### src/rtl/pga_gain_driver.sv
// pga_gain_driver: turns the AGC gain index into a serial write to the analog
// PGA (CS/SCLK/SDI, MSB first), followed by a fixed settling interval.
// busy/blank cover the whole write plus settle; applied_gain reports the gain
// actually in effect once that settle completes.
module pga_gain_driver #(
    parameter int unsigned         CODE_W        = 8,
    parameter int unsigned         SCLK_DIV      = 4,
    parameter int unsigned         SETTLE_CYCLES = 64,
    parameter logic [4*CODE_W-1:0] GAIN_TABLE    = 32'h40_20_08_01
) (
    input  logic       adc_clk,
    input  logic       rst,
    input  logic [1:0] gain_ctrl,
    output logic       pga_cs_n,
    output logic       pga_sclk,
    output logic       pga_sdi,
    output logic       busy,
    output logic       blank,
    output logic [1:0] applied_gain
);

    localparam int unsigned CNT_MAX = (2 * SCLK_DIV > SETTLE_CYCLES) ? 2 * SCLK_DIV : SETTLE_CYCLES;
    localparam int unsigned CNT_W   = $clog2(CNT_MAX + 1);
    localparam int unsigned BIT_W   = (CODE_W > 1) ? $clog2(CODE_W) : 1;

    localparam logic [CNT_W-1:0] HALF_END   = CNT_W'(SCLK_DIV - 1);
    localparam logic [CNT_W-1:0] PERIOD_END = CNT_W'(2 * SCLK_DIV - 1);
    localparam logic [CNT_W-1:0] SETTLE_END = CNT_W'(SETTLE_CYCLES - 1);
    localparam logic [BIT_W-1:0] LAST_BIT   = BIT_W'(CODE_W - 1);

    typedef enum logic [2:0] {
        IDLE,
        LOAD,
        SHIFT,
        HOLD,
        SETTLE
    } state_t;

    state_t            st_q, st_d;
    logic              cs_n_q, cs_n_d;
    logic              sclk_q, sclk_d;
    logic              sdi_q, sdi_d;
    logic              busy_q, busy_d;
    logic [1:0]        applied_q, applied_d;
    logic [1:0]        target_q, target_d;
    logic              init_q, init_d;
    logic [CODE_W-1:0] shreg_q, shreg_d;
    logic [CNT_W-1:0]  cnt_q, cnt_d;
    logic [BIT_W-1:0]  bit_q, bit_d;
    logic [CODE_W-1:0] code;

    // PGA code for the requested gain index
    always_comb begin
        code = GAIN_TABLE[CODE_W-1:0];
        case (gain_ctrl)
            2'd0: code = GAIN_TABLE[CODE_W-1:0];
            2'd1: code = GAIN_TABLE[2*CODE_W-1:CODE_W];
            2'd2: code = GAIN_TABLE[3*CODE_W-1:2*CODE_W];
            2'd3: code = GAIN_TABLE[4*CODE_W-1:3*CODE_W];
            default: code = GAIN_TABLE[CODE_W-1:0];
        endcase
    end

    // Next-state and registered-output logic of the write sequencer
    always_comb begin
        st_d      = st_q;
        cs_n_d    = cs_n_q;
        sclk_d    = sclk_q;
        sdi_d     = sdi_q;
        busy_d    = busy_q;
        applied_d = applied_q;
        target_d  = target_q;
        init_d    = init_q;
        shreg_d   = shreg_q;
        cnt_d     = cnt_q;
        bit_d     = bit_q;

        case (st_q)
            IDLE: begin
                if (init_q || (gain_ctrl != applied_q)) begin
                    target_d = gain_ctrl;
                    shreg_d  = code;
                    cs_n_d   = 1'b0;
                    sdi_d    = code[CODE_W-1];
                    busy_d   = 1'b1;
                    init_d   = 1'b0;
                    cnt_d    = '0;
                    st_d     = LOAD;
                end
            end
            LOAD: begin
                if (cnt_q == HALF_END) begin
                    cnt_d = '0;
                    bit_d = '0;
                    st_d  = SHIFT;
                end else begin
                    cnt_d = cnt_q + 1'b1;
                end
            end
            SHIFT: begin
                // cnt spans one full bit period: low half, then high half
                if (cnt_q == PERIOD_END) begin
                    sclk_d = 1'b0;
                    cnt_d  = '0;
                    if (bit_q == LAST_BIT) begin
                        sdi_d = 1'b0;
                        st_d  = HOLD;
                    end else begin
                        bit_d   = bit_q + 1'b1;
                        shreg_d = shreg_q << 1;
                        sdi_d   = shreg_d[CODE_W-1];
                    end
                end else begin
                    if (cnt_q == HALF_END) begin
                        sclk_d = 1'b1;
                    end
                    cnt_d = cnt_q + 1'b1;
                end
            end
            HOLD: begin
                if (cnt_q == HALF_END) begin
                    cs_n_d = 1'b1;
                    cnt_d  = '0;
                    st_d   = SETTLE;
                end else begin
                    cnt_d = cnt_q + 1'b1;
                end
            end
            SETTLE: begin
                if (cnt_q == SETTLE_END) begin
                    applied_d = target_q;
                    busy_d    = 1'b0;
                    cnt_d     = '0;
                    st_d      = IDLE;
                end else begin
                    cnt_d = cnt_q + 1'b1;
                end
            end
            default: st_d = IDLE;
        endcase
    end

    // State and output registers with synchronous reset
    always_ff @(posedge adc_clk) begin
        if (rst) begin
            st_q      <= IDLE;
            cs_n_q    <= 1'b1;
            sclk_q    <= 1'b0;
            sdi_q     <= 1'b0;
            busy_q    <= 1'b0;
            applied_q <= '0;
            target_q  <= '0;
            init_q    <= 1'b1;
            shreg_q   <= '0;
            cnt_q     <= '0;
            bit_q     <= '0;
        end else begin
            st_q      <= st_d;
            cs_n_q    <= cs_n_d;
            sclk_q    <= sclk_d;
            sdi_q     <= sdi_d;
            busy_q    <= busy_d;
            applied_q <= applied_d;
            target_q  <= target_d;
            init_q    <= init_d;
            shreg_q   <= shreg_d;
            cnt_q     <= cnt_d;
            bit_q     <= bit_d;
        end
    end

    assign pga_cs_n     = cs_n_q;
    assign pga_sclk     = sclk_q;
    assign pga_sdi      = sdi_q;
    assign busy         = busy_q;
    assign blank        = busy_q;
    assign applied_gain = applied_q;

endmodule

### config.mk
export PLATFORM = sky130hd
export DESIGN_NAME = pga_gain_driver
export DESIGN_NICKNAME = d
export VERILOG_FILES = /design/src/rtl/pga_gain_driver.sv
export SDC_FILE = /design/constraint.sdc
export NUM_CORES = 1
export LEC_CHECK = 0
export BUFFER_PORTS_ARGS = -buffer_cell sky130_fd_sc_hd__buf_2
export CORE_MARGIN = 8
export CORE_UTILIZATION = 30
export CTS_CLUSTER_DIAMETER = 30
export DETAILED_ROUTE_END_ITERATION = 8
export PLACE_DENSITY = 0.42
export SYNTH_ARGS = -nofsm -noshare
export SYNTH_HDL_FRONTEND = slang
export SYNTH_SLANG_ARGS = --single-unit
### constraint.sdc
create_clock -name adc_clk -period 2.5 [get_ports adc_clk]
set_input_delay 0.5 -clock adc_clk [delete_from_list [all_inputs] [get_ports adc_clk]]
set_output_delay 0.5 -clock adc_clk [all_outputs]
set_load 0.02 [all_outputs]
# Word level (Yosys, flattened, before mapping)
# Cells that the tools add are included.
[op_classes]
mux = 32
n_eq_ne = 19
addsub = 2
reduce_logical = 20
[ops]
columns = ["operator", "n"]
rows = [
  ["$mux W7", 7],
  ["$pmux W8 S4", 1],
  ["$pmux W7 S4", 1],
  ["$mux W3", 9],
  ["$pmux W3 S5", 1],
  ["$ne A2 B2 Y1 const B", 7],
  ["$pmux W7 S2", 1],
  ["$reduce_bool A2 Y1", 5],
  ["$reduce_and A3 Y1", 3],
  ["$mux W1", 8],
  ["$reduce_and A2 Y1", 4],
  ["$reduce_and A4 Y1", 2],
  ["$add A7 B1 Y7 const B", 1],
  ["$eq A7 B2 Y1 const B", 1],
  ["$eq A7 B3 Y1 const B", 1],
  ["$eq A7 B6 Y1 const B", 1],
  ["$eq A3 B2 Y1 const B", 2],
  ["$eq A3 B3 Y1 const B", 2],
  ["$pmux W1 S2", 3],
  ["$pmux W3 S2", 1],
  ["$reduce_and A6 Y1", 1],
  ["$eq A2 B2 Y1 const B", 2],
  ["$reduce_bool A4 Y1", 1],
  ["$add A3 B1 Y3 const B", 1],
  ["other kinds (7)", 7],
]
[word_totals]
regBits = 29
wordCells = 84

# Depth between registers and ports, before layout
# Gate-level depths: netlist of run 1.
[depth]
ltp_word = 4
ltp_mapped = 6
mapped_depth_nobuf = 6

# Least setup slack after synthesis of run 1
# No wires, ideal clock.
[synth_timing]
kind = "input to register"
startpoint = "input gain_ctrl[1]"
endpoint = "register shreg_q[5]"
setup_time_ns = 0.121
stages = 5
arrival_time_ns = 1.755
n_path_buf = 1
required_ns = 2.379
slack_ns = 0.624
path_cell_list = "clkbuf_2 > xor2_1 > o31ai_1 > a211oi_4 > mux2_4"
[synth_via]
elab_chain_cells = 4
elab_cells_between_ends = 11
[synth_rtl]
columns = ["item", "line_no", "text"]
rows = [
  ["from (decl)", "13", "input logic [1:0] gain_ctrl,"],
  ["$eq A2 B2 Y1, or another cell as far along", "55", "case (gain_ctrl)"],
  ["$pmux W8 S4 / $logic_or A1 B1 Y1 (equally long branches)", "55, 80", ""],
  ["$mux W7 / $ne A2 B2 Y1 (equally long branches)", "-", ""],
  ["$pmux W7 S2 / $reduce_and A4 Y1 (equally long branches)", "-", ""],
  ["to (signal assigned)", "166", "shreg_q <= shreg_d;"],
  ["to (decl)", "47", "logic [CODE_W-1:0] shreg_q, shreg_d;"],
]
# Several ways; a longest one is shown, not always the timed one. The select of a mux whose other input is x is not followed.
# A chain may end at the register's enable or synchronous reset.

# Worst setup path in the final report of run 1
[layout_timing]
startpoint = "register bit_q[0]"
endpoint = "register shreg_q[6]"
[layout_via]
elab_chain_cells = 3
[layout_rtl]
columns = ["item", "line_no", "text"]
rows = [
  ["from (decl)", "49", "logic [BIT_W-1:0] bit_q, bit_d;"],
  ["from (signal assigned)", "168", "bit_q <= bit_d;"],
  ["$eq A3 B3 Y1", "105", "if (bit_q == LAST_BIT) begin"],
  ["$ne A2 B2 Y1 (no source line)", "-", ""],
  ["$reduce_and A4 Y1 (no source line)", "-", ""],
]
# No other way between the ends.

==> results.json, run 1 <==
{
  "status": "complete, no violations",
  "crit_slowest_cell": "a211oi_4",
  "drc_errors": 0,
  "avgSynthCellArea_sq_um": 8.61,
  "final-seq-area_sq_um": 581,
  "globalRouteTotalUtil_pct": 11.0,
  "first_global_vias": 1412,
  "endpoint_kind": "register",
  "p_int_uw": 742,
  "layout_commonest_cell": "dfxtp_1",
  "drt_pre_antenna_iters": 4,
  "finalSetupViolations": 0,
  "async_flop_share_pct": 0,
  "ys_seq_area_share_pct": 36.1,
  "p_clk_share_pct": 36.3,
  "fin_crit_ns": 2.05,
  "antenna_found_initial": 0,
  "power_frac_seq_pct": 49.4,
  "clock_latency_ns": 0.28,
  "rsz0062_at_grt": "false",
  "critical_path_class": "reg2reg",
  "drive_above_1_share_pct": 19.6,
  "ctsHoldBuffers": 0,
  "viasPerCell": 5.14,
  "dp_cells": 261,
  "comb_power_share_pct": 14.3,
  "tns_ns": 0,
  "syn_nets": 194,
  "fillers": 558,
  "gp_congestion": 0.830,
  "worstPathCellList": "ha_1 -> ha_1 -> nor2b_1 -> nand4_2 -> a211oi_4 -> mux2_4",
  "whs_ns": 0.461,
  "io_pins": 11,
  "io_buffer_count": 10,
  "fin_cells": 269,
  "num_antenna_cells": 0,
  "crit_family": "compound AO/OA/AOI/OAI gates",
  "ys_ff_latch": 29,
  "die_h_um": 89.3,
  "ys.flop_type": "dfxtp_1",
  "tightest_slew_ns": 0.629,
  "core_sq_um": 5140,
  "fin_skew_ns": 0.00384,
  "cpMostUsedCell": "ha_1",
  "worstPathRequired_ns": 2.67,
  "maxCapViolations": 0,
  "cts_num_sinks": 29,
  "slowest_delay_ns": 0.49,
  "syn_to_final_growth_pct": 13.1,
  "worst-path-max-fanout": 7,
  "crit_buf_inv": 0,
  "cp.arrival_ns": 2.22,
  "cts_buffers": 5,
  "hold_class": "reg2reg",
  "utilization_pct": 35.4,
  "fin_nets": 205,
  "fmax_ghz": 0.487,
  "dp_hpwl_um": 2840,
  "start_kind": "register",
  "clk_pin_slew_worst_paths_ns": 0.06,
  "swShare_pct": 28.4,
  "grt_max_degree": 35,
  "wl_per_cell_um": 14.7,
  "synthCells": 187,
  "start_util_pct": 31.3,
  "total_power_mw": 1.04,
  "p_per_area_nw_per_um2": 569,
  "cts.path.max_buffers": 2,
  "ant_nets": 0,
  "gr-total-overflow": 0,
  "synth_area_sq_um": 1610,
  "final-hold-violation-count": 0,
  "num_rows": 26,
  "relSlewSlack_pct": 58.1,
  "cts_setup_buffers": 0,
  "vias": 1384,
  "drtIter0Drc": 84,
  "cts_resized": 0,
  "drv_slew": 0,
  "yosysUniqueCellTypes": 49,
  "clock_tree.root_cell": "clkbuf_8",
  "synth-edff-count": 0,
  "fin_crit_sh_pct": 82.1,
  "grt_pass1_wl_um": 6740,
  "die_w_um": 89.3,
  "dieArea_sq_um": 7970,
  "multi_input_area_sq_um": 941,
  "p_switching_uw": 294,
  "peakVddDrop_mv": 0.320,
  "layout_common_cells": "29 x dfxtp_1, 18 x nand2_1, 17 x a21oi_1",
  "cts_tree": "yes",
  "ys_warn_count": 0,
  "h-tree-depth": 2,
  "power.leakage_nw": 0.660,
  "routed_wl_um": 3960
}
[per-stage QoR]
stage	setup WS (ns)	instance area, sq um
2_1_floorplan	0.624	1610
3_3_place_gp	0.512	1740
3_5_place_dp	0.459	1740
4_1_cts	0.440	1820
5_1_grt	0.287	1820
6_report	0.447	1820
[tightest hold or removal path, delay by kind of cell (launching register included)]
kind / cells / cell delay, ns
AO/OA/AOI/OAI: 1 / 0.05
AND/OR/NAND/NOR: 1 / 0.05
flip-flops: 1 / 0.31
[cells by family after synthesis]
| group | count (synthesis) | synth area share (%) |
|---|---|---|
| simple gates | 68 | 24.4 |
| buf+inv | 21 | 5.52 |
| mux | 8 | 5.59 |
| xor+xnor | 6 | 3.26 |
| flops | 29 | 36.1 |
| fa+ha+maj | 3 | 2.33 |
| compound gates | 52 | 22.8 |
[flip-flops by register name, summed over array words and instances, names as in the netlist]
name / flops
cnt_q: 7
init_q: 1
shreg_q: 7
blank: 1
applied_gain: 2
pga_cs_n: 1
pga_sclk: 1
st_q: 3
bit_q: 3
pga_sdi: 1
target_q: 2
[final cells by class]
class | instances | share of cell area [%]
clock buffer | 6 | 3.99
clock inverter | 2 | 0.550
inverter | 9 | 1.86
multi-input combinational | 137 | 51.7
sequential | 29 | 31.9
tap | 70 | 4.81
timing repair buffer | 16 | 5.22
[power groups by stage]
| stage | Combinational [mW] | Clock (mW) | Sequential (mW) |
|---|---|---|---|
| floorplan | 0.120 | 0 | 0.512 |
| global placement | 0.147 | 0 | 0.520 |
| detailed placement | 0.149 | 0 | 0.521 |
| CTS | 0.150 | 0.386 | 0.511 |
| global route | 0.165 | 0.411 | 0.515 |
| finish | 0.148 | 0.376 | 0.512 |
[Yosys cell counts, types with 2 or more instances]
cell	n	area share (%)
mux2i_1	6	3.7
o21a_1	3	1.4
nor2_1	10	2.3
a21oi_1	17	5.3
o32ai_1	5	2.7
clkbuf_1	3	0.70
inv_1	9	2.1
mux2_4	2	1.9
nand4_1	3	1.2
o211ai_1	3	1.4
o21ai_0	7	2.2
or2_2	4	1.6
buf_1	3	0.70
buf_2	4	1.2
ha_1	3	2.3
or3_1	3	1.2
dfxtp_1	29	36
a31oi_1	2	0.78
nor3_1	2	0.62
nand3_1	4	1.2
xor2_1	2	1.1
xnor2_1	4	2.2
nand2_1	18	4.2
or4_1	2	0.93
nand2b_1	5	1.9
nand3b_1	3	1.4
a21o_1	2	0.93
nor3b_1	2	0.93
o31ai_1	5	2.3
nor2b_1	3	1.2
[metal layers]
metal	routed length (um)	GRT usage, %
met1	1990	14.5
met4	36	3.93
met3	116	3.03
met5	0	0
met2	1830	16.7
[final timing paths]
check | start | endpoint | slack [ns] | cells after the start
max | bit_q[0]$_SDFFE_PP0P_ | shreg_q[6]$_SDFFE_PP0P_ | 0.45 | 6
min | bit_q[2]$_SDFFE_PP0P_ | bit_q[2]$_SDFFE_PP0P_ | 0.46 | 2
max reg2reg | bit_q[0]$_SDFFE_PP0P_ | shreg_q[6]$_SDFFE_PP0P_ | 0.45 | 6
min reg2reg | bit_q[2]$_SDFFE_PP0P_ | bit_q[2]$_SDFFE_PP0P_ | 0.46 | 2
Power figures use the tool's default switching activity.
==> inputs of run 2 (changes only) <==
Settings changed: PLACE_DENSITY 0.42 to 0.44.
Clock period 2.5 ns to 1.8 ns, I/O delays scaled along.
==> run 2 against run 1 <==
Routed wire length grew 7.6%. Combinational power grew 84%. Register-to-register slack lost 0.37 ns. Hold slack gained 0.012 ns. Largest cell class unchanged. Critical path depth shrank 2. Core utilization grew 5.5 points. Sequential power grew 37%. Global-route usage grew 0.55 points. Clock skew is essentially flat. First-iteration DRC count grew 21%. Critical path type unchanged. Sequential share of layout area shrank 4.0 points. Clock-buffer cell count is the same.
==> results.json, run 2 (same netlist as run 1, synthesis figures left out) <==
{
  "peakVddDrop_mv": 0.360,
  "drv_slew": 0,
  "critical_path_class": "reg2reg",
  "p_per_area_nw_per_um2": 705,
  "total_power_mw": 1.48,
  "layout_common_cells": "30 x buf_4, 25 x dfxtp_1, 18 x nand2_1",
  "routed_wl_um": 4270,
  "syn_to_final_growth_pct": 30.5,
  "tightest_slew_ns": 0.671,
  "cts_tree": "yes",
  "tns_ns": 0,
  "dieArea_sq_um": 7970,
  "dpl_cell_area_sq_um": 1900,
  "gp_congestion": 0.830,
  "io_pins": 11,
  "start_kind": "register",
  "clock_tree.root_cell": "clkbuf_8",
  "grt_pass1_wl_um": 7120,
  "drtIter0Drc": 102,
  "fin_crit_sh_pct": 95.8,
  "cts_num_sinks": 29,
  "drt_pre_antenna_iters": 4,
  "die_w_um": 89.3,
  "cp.arrival_ns": 1.90,
  "critPathCapture": "cnt_q[2]$_SDFFE_PP0P_",
  "fin_cells": 293,
  "ff2ff_path_depth": 4,
  "ctsHoldBuffers": 0,
  "num_rows": 26,
  "relSlewSlack_pct": 55.3,
  "maxCapViolations": 0,
  "layout_commonest_cell": "buf_4",
  "drive_above_1_share_pct": 34.5,
  "cp-startpoint": "st_q[1]$_SDFFE_PP0P_",
  "num_antenna_cells": 0,
  "fin_nets": 229,
  "cts.path.max_buffers": 2,
  "globalRouteTotalUtil_pct": 11.6,
  "vias": 1476,
  "core_sq_um": 5140,
  "post-place-ws_ns": 0.00959,
  "worstPathRequired_ns": 1.97,
  "drc_errors": 0,
  "clock_latency_ns": 0.28,
  "cts_buffers": 5,
  "gr-total-overflow": 0,
  "reg.largest.list": "cnt_q (7), shreg_q (7)",
  "whs_ns": 0.473,
  "io_buffer_count": 10,
  "finalSetupViolations": 0,
  "dp_cells": 282,
  "dp_hpwl_um": 2940,
  "slowest_delay_ns": 0.56,
  "start_util_pct": 31.3,
  "worstPathCellList": "or4_4 -> o311ai_4 -> xnor2_2 -> a2111oi_4",
  "setup_ws_ns": 0.0764,
  "final_cell_area_sq_um": 2100,
  "hold_class": "reg2reg",
  "first_global_vias": 1474,
  "r2r_slack_ns": 0.08,
  "die_h_um": 89.3,
  "fin_skew_ns": 0.00416,
  "viasPerCell": 5.04,
  "crit_slowest_cell": "or4_4",
  "status": "complete, no violations",
  "grt_max_degree": 35,
  "fin_crit_ns": 1.72,
  "antenna_found_initial": 0,
  "endpoint_kind": "register",
  "h-tree-depth": 2,
  "utilization_pct": 40.9,
  "fmax_ghz": 0.580,
  "worst-path-max-fanout": 5,
  "rr_startpoint": "st_q[1]$_SDFFE_PP0P_",
  "ant_nets": 0,
  "final-hold-violation-count": 0,
  "r2r_end": "cnt_q[2]$_SDFFE_PP0P_",
  "wl_per_cell_um": 14.6,
  "clk_pin_slew_worst_paths_ns": 0.06,
  "power.leakage_nw": 0.786
}
-- run 2: cell count changes in the layout (fill, tap and decap cells not counted), sizes merged --
cell  previous run  this run
buf             16        40
-- run 2: final cells by class --
type                       instances  area, sq um
multi-input combinational        137         1040
tap                               70         87.6
clock buffer                       6         72.6
sequential                        29          586
fill                             549         3040
timing repair buffer              40          275
clock inverter                     2         10.0
inverter                           9         33.8
-- run 2: worst min path at each step --
stage	start	endpoint	slack, ns	cells past startpoint
global route	shreg_q[4]$_SDFFE_PP0P_	shreg_q[4]$_SDFFE_PP0P_	0.50	2
floorplan	bit_q[1]$_SDFFE_PP0P_	bit_q[1]$_SDFFE_PP0P_	0.44	2
detailed placement	pga_cs_n$_SDFFE_PP1P_	pga_cs_n$_SDFFE_PP1P_	0.46	2
global placement	bit_q[1]$_SDFFE_PP0P_	bit_q[1]$_SDFFE_PP0P_	0.44	2
CTS	pga_cs_n$_SDFFE_PP1P_	pga_cs_n$_SDFFE_PP1P_	0.48	2
finish	pga_cs_n$_SDFFE_PP1P_	pga_cs_n$_SDFFE_PP1P_	0.47	2
-- run 2: what timing repair did --
item / 4_1_cts / 5_1_grt
gates resized for setup: 6 / 12
buffers inserted: 2 / 1
pin swaps: 6 / 7
setup endpoints to repair: 5 / 10
-- run 2: layer usage --
metal	part of all wire, %	track usage, %	vias up
li1	-	-	744
met1	50	14.9	703
met2	46	17.8	21
met3	3.0	2.94	8
met4	1.7	4.98	0
met5	0	0	-
-- run 2: where the power goes --
group / total [mW] / internal, mW / switching (mW)
clock network: 0.509 / 0.267 / 0.242
registers: 0.699 / 0.674 / 0.0252
logic: 0.273 / 0.125 / 0.148
-- run 2: worst max-delay path, delay by kind of cell (launching register included) --
family,cells,cell delay (ns)
AOI/OAI and AO/OA,2,0.60
DFF,1,0.35
xor gates and xnor gates,1,0.11
and+or+nand+nor,1,0.56
==> inputs of run 3 (changes only) <==
Settings changed: CORE_ASPECT_RATIO set to 1.1, PLACE_DENSITY 0.44 to 0.42.
Clock period 1.8 ns to 2.2 ns, I/O delays scaled along.
==> run 3 against run 2 <==
Critical path depth is 2 higher. Global-route usage shrank 0.72 points. Final cell count shrank 5.8%. Power decreased by 16%. Flip-flop and latch count stayed put. Core utilization decreased by 5.6 points. Clock power is 4.7% lower.
==> results.json, run 3 (same netlist as run 1, synthesis figures left out) <==
{
  "tightest_slew_ns": 0.634,
  "fin_nets": 207,
  "final-hold-violation-count": 0,
  "p_int_uw": 908,
  "grt_pass1_wl_um": 6730,
  "hold_class": "reg2reg",
  "cts_buffers": 5,
  "tns_ns": 0,
  "clock_tree.root_cell": "clkbuf_8",
  "p_switching_uw": 330,
  "p_per_area_nw_per_um2": 663,
  "drc_errors": 0,
  "cpMostUsedCell": "ha_1",
  "relSlewSlack_pct": 57.7,
  "fin_crit_sh_pct": 93.2,
  "power.leakage_nw": 0.682,
  "wl_per_cell_um": 14.6,
  "worstPathRequired_ns": 2.37,
  "first_global_vias": 1345,
  "die_h_um": 92.8,
  "comb_power_share_pct": 14.2,
  "start_util_pct": 30.4,
  "slowest_delay_ns": 0.49,
  "clk_pin_slew_worst_paths_ns": 0.06,
  "routed_wl_um": 4030,
  "drt_pre_antenna_iters": 4,
  "layout_common_cells": "29 x dfxtp_1, 18 x nand2_1, 17 x a21oi_1",
  "clock_latency_ns": 0.28,
  "finalSetupViolations": 0,
  "critical_path_class": "reg2reg",
  "globalRouteTotalUtil_pct": 10.9,
  "syn_to_final_growth_pct": 15.9,
  "status": "complete, no violations",
  "ctsHoldBuffers": 0,
  "maxCapViolations": 0,
  "layout_commonest_cell": "dfxtp_1",
  "drv_slew": 0,
  "endpoint_kind": "register",
  "num_antenna_cells": 0,
  "io_pins": 11,
  "io_buffer_count": 10,
  "rsz0062_at_grt": "false",
  "worstPathCellList": "ha_1 -> ha_1 -> nor2b_1 -> nand4_2 -> a211oi_4 -> mux2_4",
  "start_kind": "register",
  "crit_family": "compound AO/OA/AOI/OAI gates",
  "vias": 1395,
  "power_frac_seq_pct": 46.7,
  "drive_above_1_share_pct": 21.4,
  "swShare_pct": 26.6,
  "num_rows": 28,
  "crit_slowest_cell": "a211oi_4",
  "dpl_cell_area_sq_um": 1760,
  "antenna_found_initial": 0,
  "p_clk_share_pct": 39.2,
  "h-tree-depth": 2,
  "cts_num_sinks": 29,
  "final_cell_area_sq_um": 1870,
  "grt_max_degree": 35,
  "fmax_ghz": 0.488,
  "fin_crit_ns": 2.05,
  "core_sq_um": 5290,
  "die_w_um": 85.9,
  "crit_buf_inv": 0,
  "gr-total-overflow": 0,
  "ant_nets": 0,
  "drtIter0Drc": 71,
  "worst-path-max-fanout": 7,
  "cp.arrival_ns": 2.22,
  "viasPerCell": 5.05,
  "dp_hpwl_um": 2940,
  "fin_skew_ns": 0.00336,
  "cts.path.max_buffers": 2,
  "reg.largest.list": "cnt_q (7), shreg_q (7)",
  "cts_tree": "yes",
  "gp_congestion": 0.796,
  "dieArea_sq_um": 7970,
  "peakVddDrop_mv": 0.344
}
==> run 3: cell count changes in the layout (fill, tap and decap cells not counted), sizes merged <==
cell,before,now
clkinv,2,1
clkbuf,6,7
buf,40,18
==> run 3: per-stage QoR <==
step | power, mW | util [%] | hold WS, ns | worst slack, ns | cells
CTS | 1.25 | 35.2 | 0.460 | 0.0385 | 276
global route | 1.30 | 35.3 | 0.498 | 0.0589 | 276
global placement | 0.761 | 33.3 | 0.448 | 0.199 | 268
floorplan | 0.719 | - | 0.436 | 0.334 | 187
finish | 1.24 | 35.3 | 0.460 | 0.149 | 276
detailed placement | 0.765 | 33.3 | 0.451 | 0.0708 | 268
==> run 3: final timing paths <==
kind                         start                 endpoint  slack, ns  depth (start not counted)
max reg2reg  bit_q[0]$_SDFFE_PP0P_  shreg_q[6]$_SDFFE_PP0P_       0.15                          6
min          bit_q[2]$_SDFFE_PP0P_    bit_q[2]$_SDFFE_PP0P_       0.46                          2
min reg2reg  bit_q[2]$_SDFFE_PP0P_    bit_q[2]$_SDFFE_PP0P_       0.46                          2
max          bit_q[0]$_SDFFE_PP0P_  shreg_q[6]$_SDFFE_PP0P_       0.15                          6
==> run 3: per-layer routing <==
layer  wire, um  up-vias  GRT usage, %
met5          0        -             0
met4         57        0          4.24
met3        130        5          2.83
met2       1990       20          18.2
met1       1850      670          12.9
li1           -      700             -
==> run 3: cell type report <==
| cell class | count | area, sq um |
|---|---|---|
| sequential | 29 | 581 |
| clock buffer | 7 | 96.3 |
| clock inverter | 1 | 5.00 |
| timing repair buffer | 18 | 110 |
| fill | 560 | 3420 |
| inverter | 9 | 33.8 |
| tap | 75 | 93.8 |
| multi-input combinational | 137 | 947 |
==> run 3: repair_timing <==
| action | 4_1_cts | 5_1_grt |
|---|---|---|
| setup buffers | 0 | 0 |
| endpoints found under the setup margin | 0 | 1 |
| resized for setup | 0 | 1 |
==> run 3: power groups by stage <==
stage	Sequential [mW]	Clock, mW	Combinational [mW]
after global routing	0.582	0.526	0.190
after detailed placement	0.589	0	0.176
after CTS	0.577	0.501	0.176
final	0.577	0.485	0.175
after floorplan	0.582	0	0.136
after global placement	0.589	0	0.172
==> run 3: tightest hold or removal path, delay by kind of cell, from the launching register on <==
family / cells / cell delay [ns]
simple gates: 1 / 0.05
flops: 1 / 0.31
compound gates: 1 / 0.05
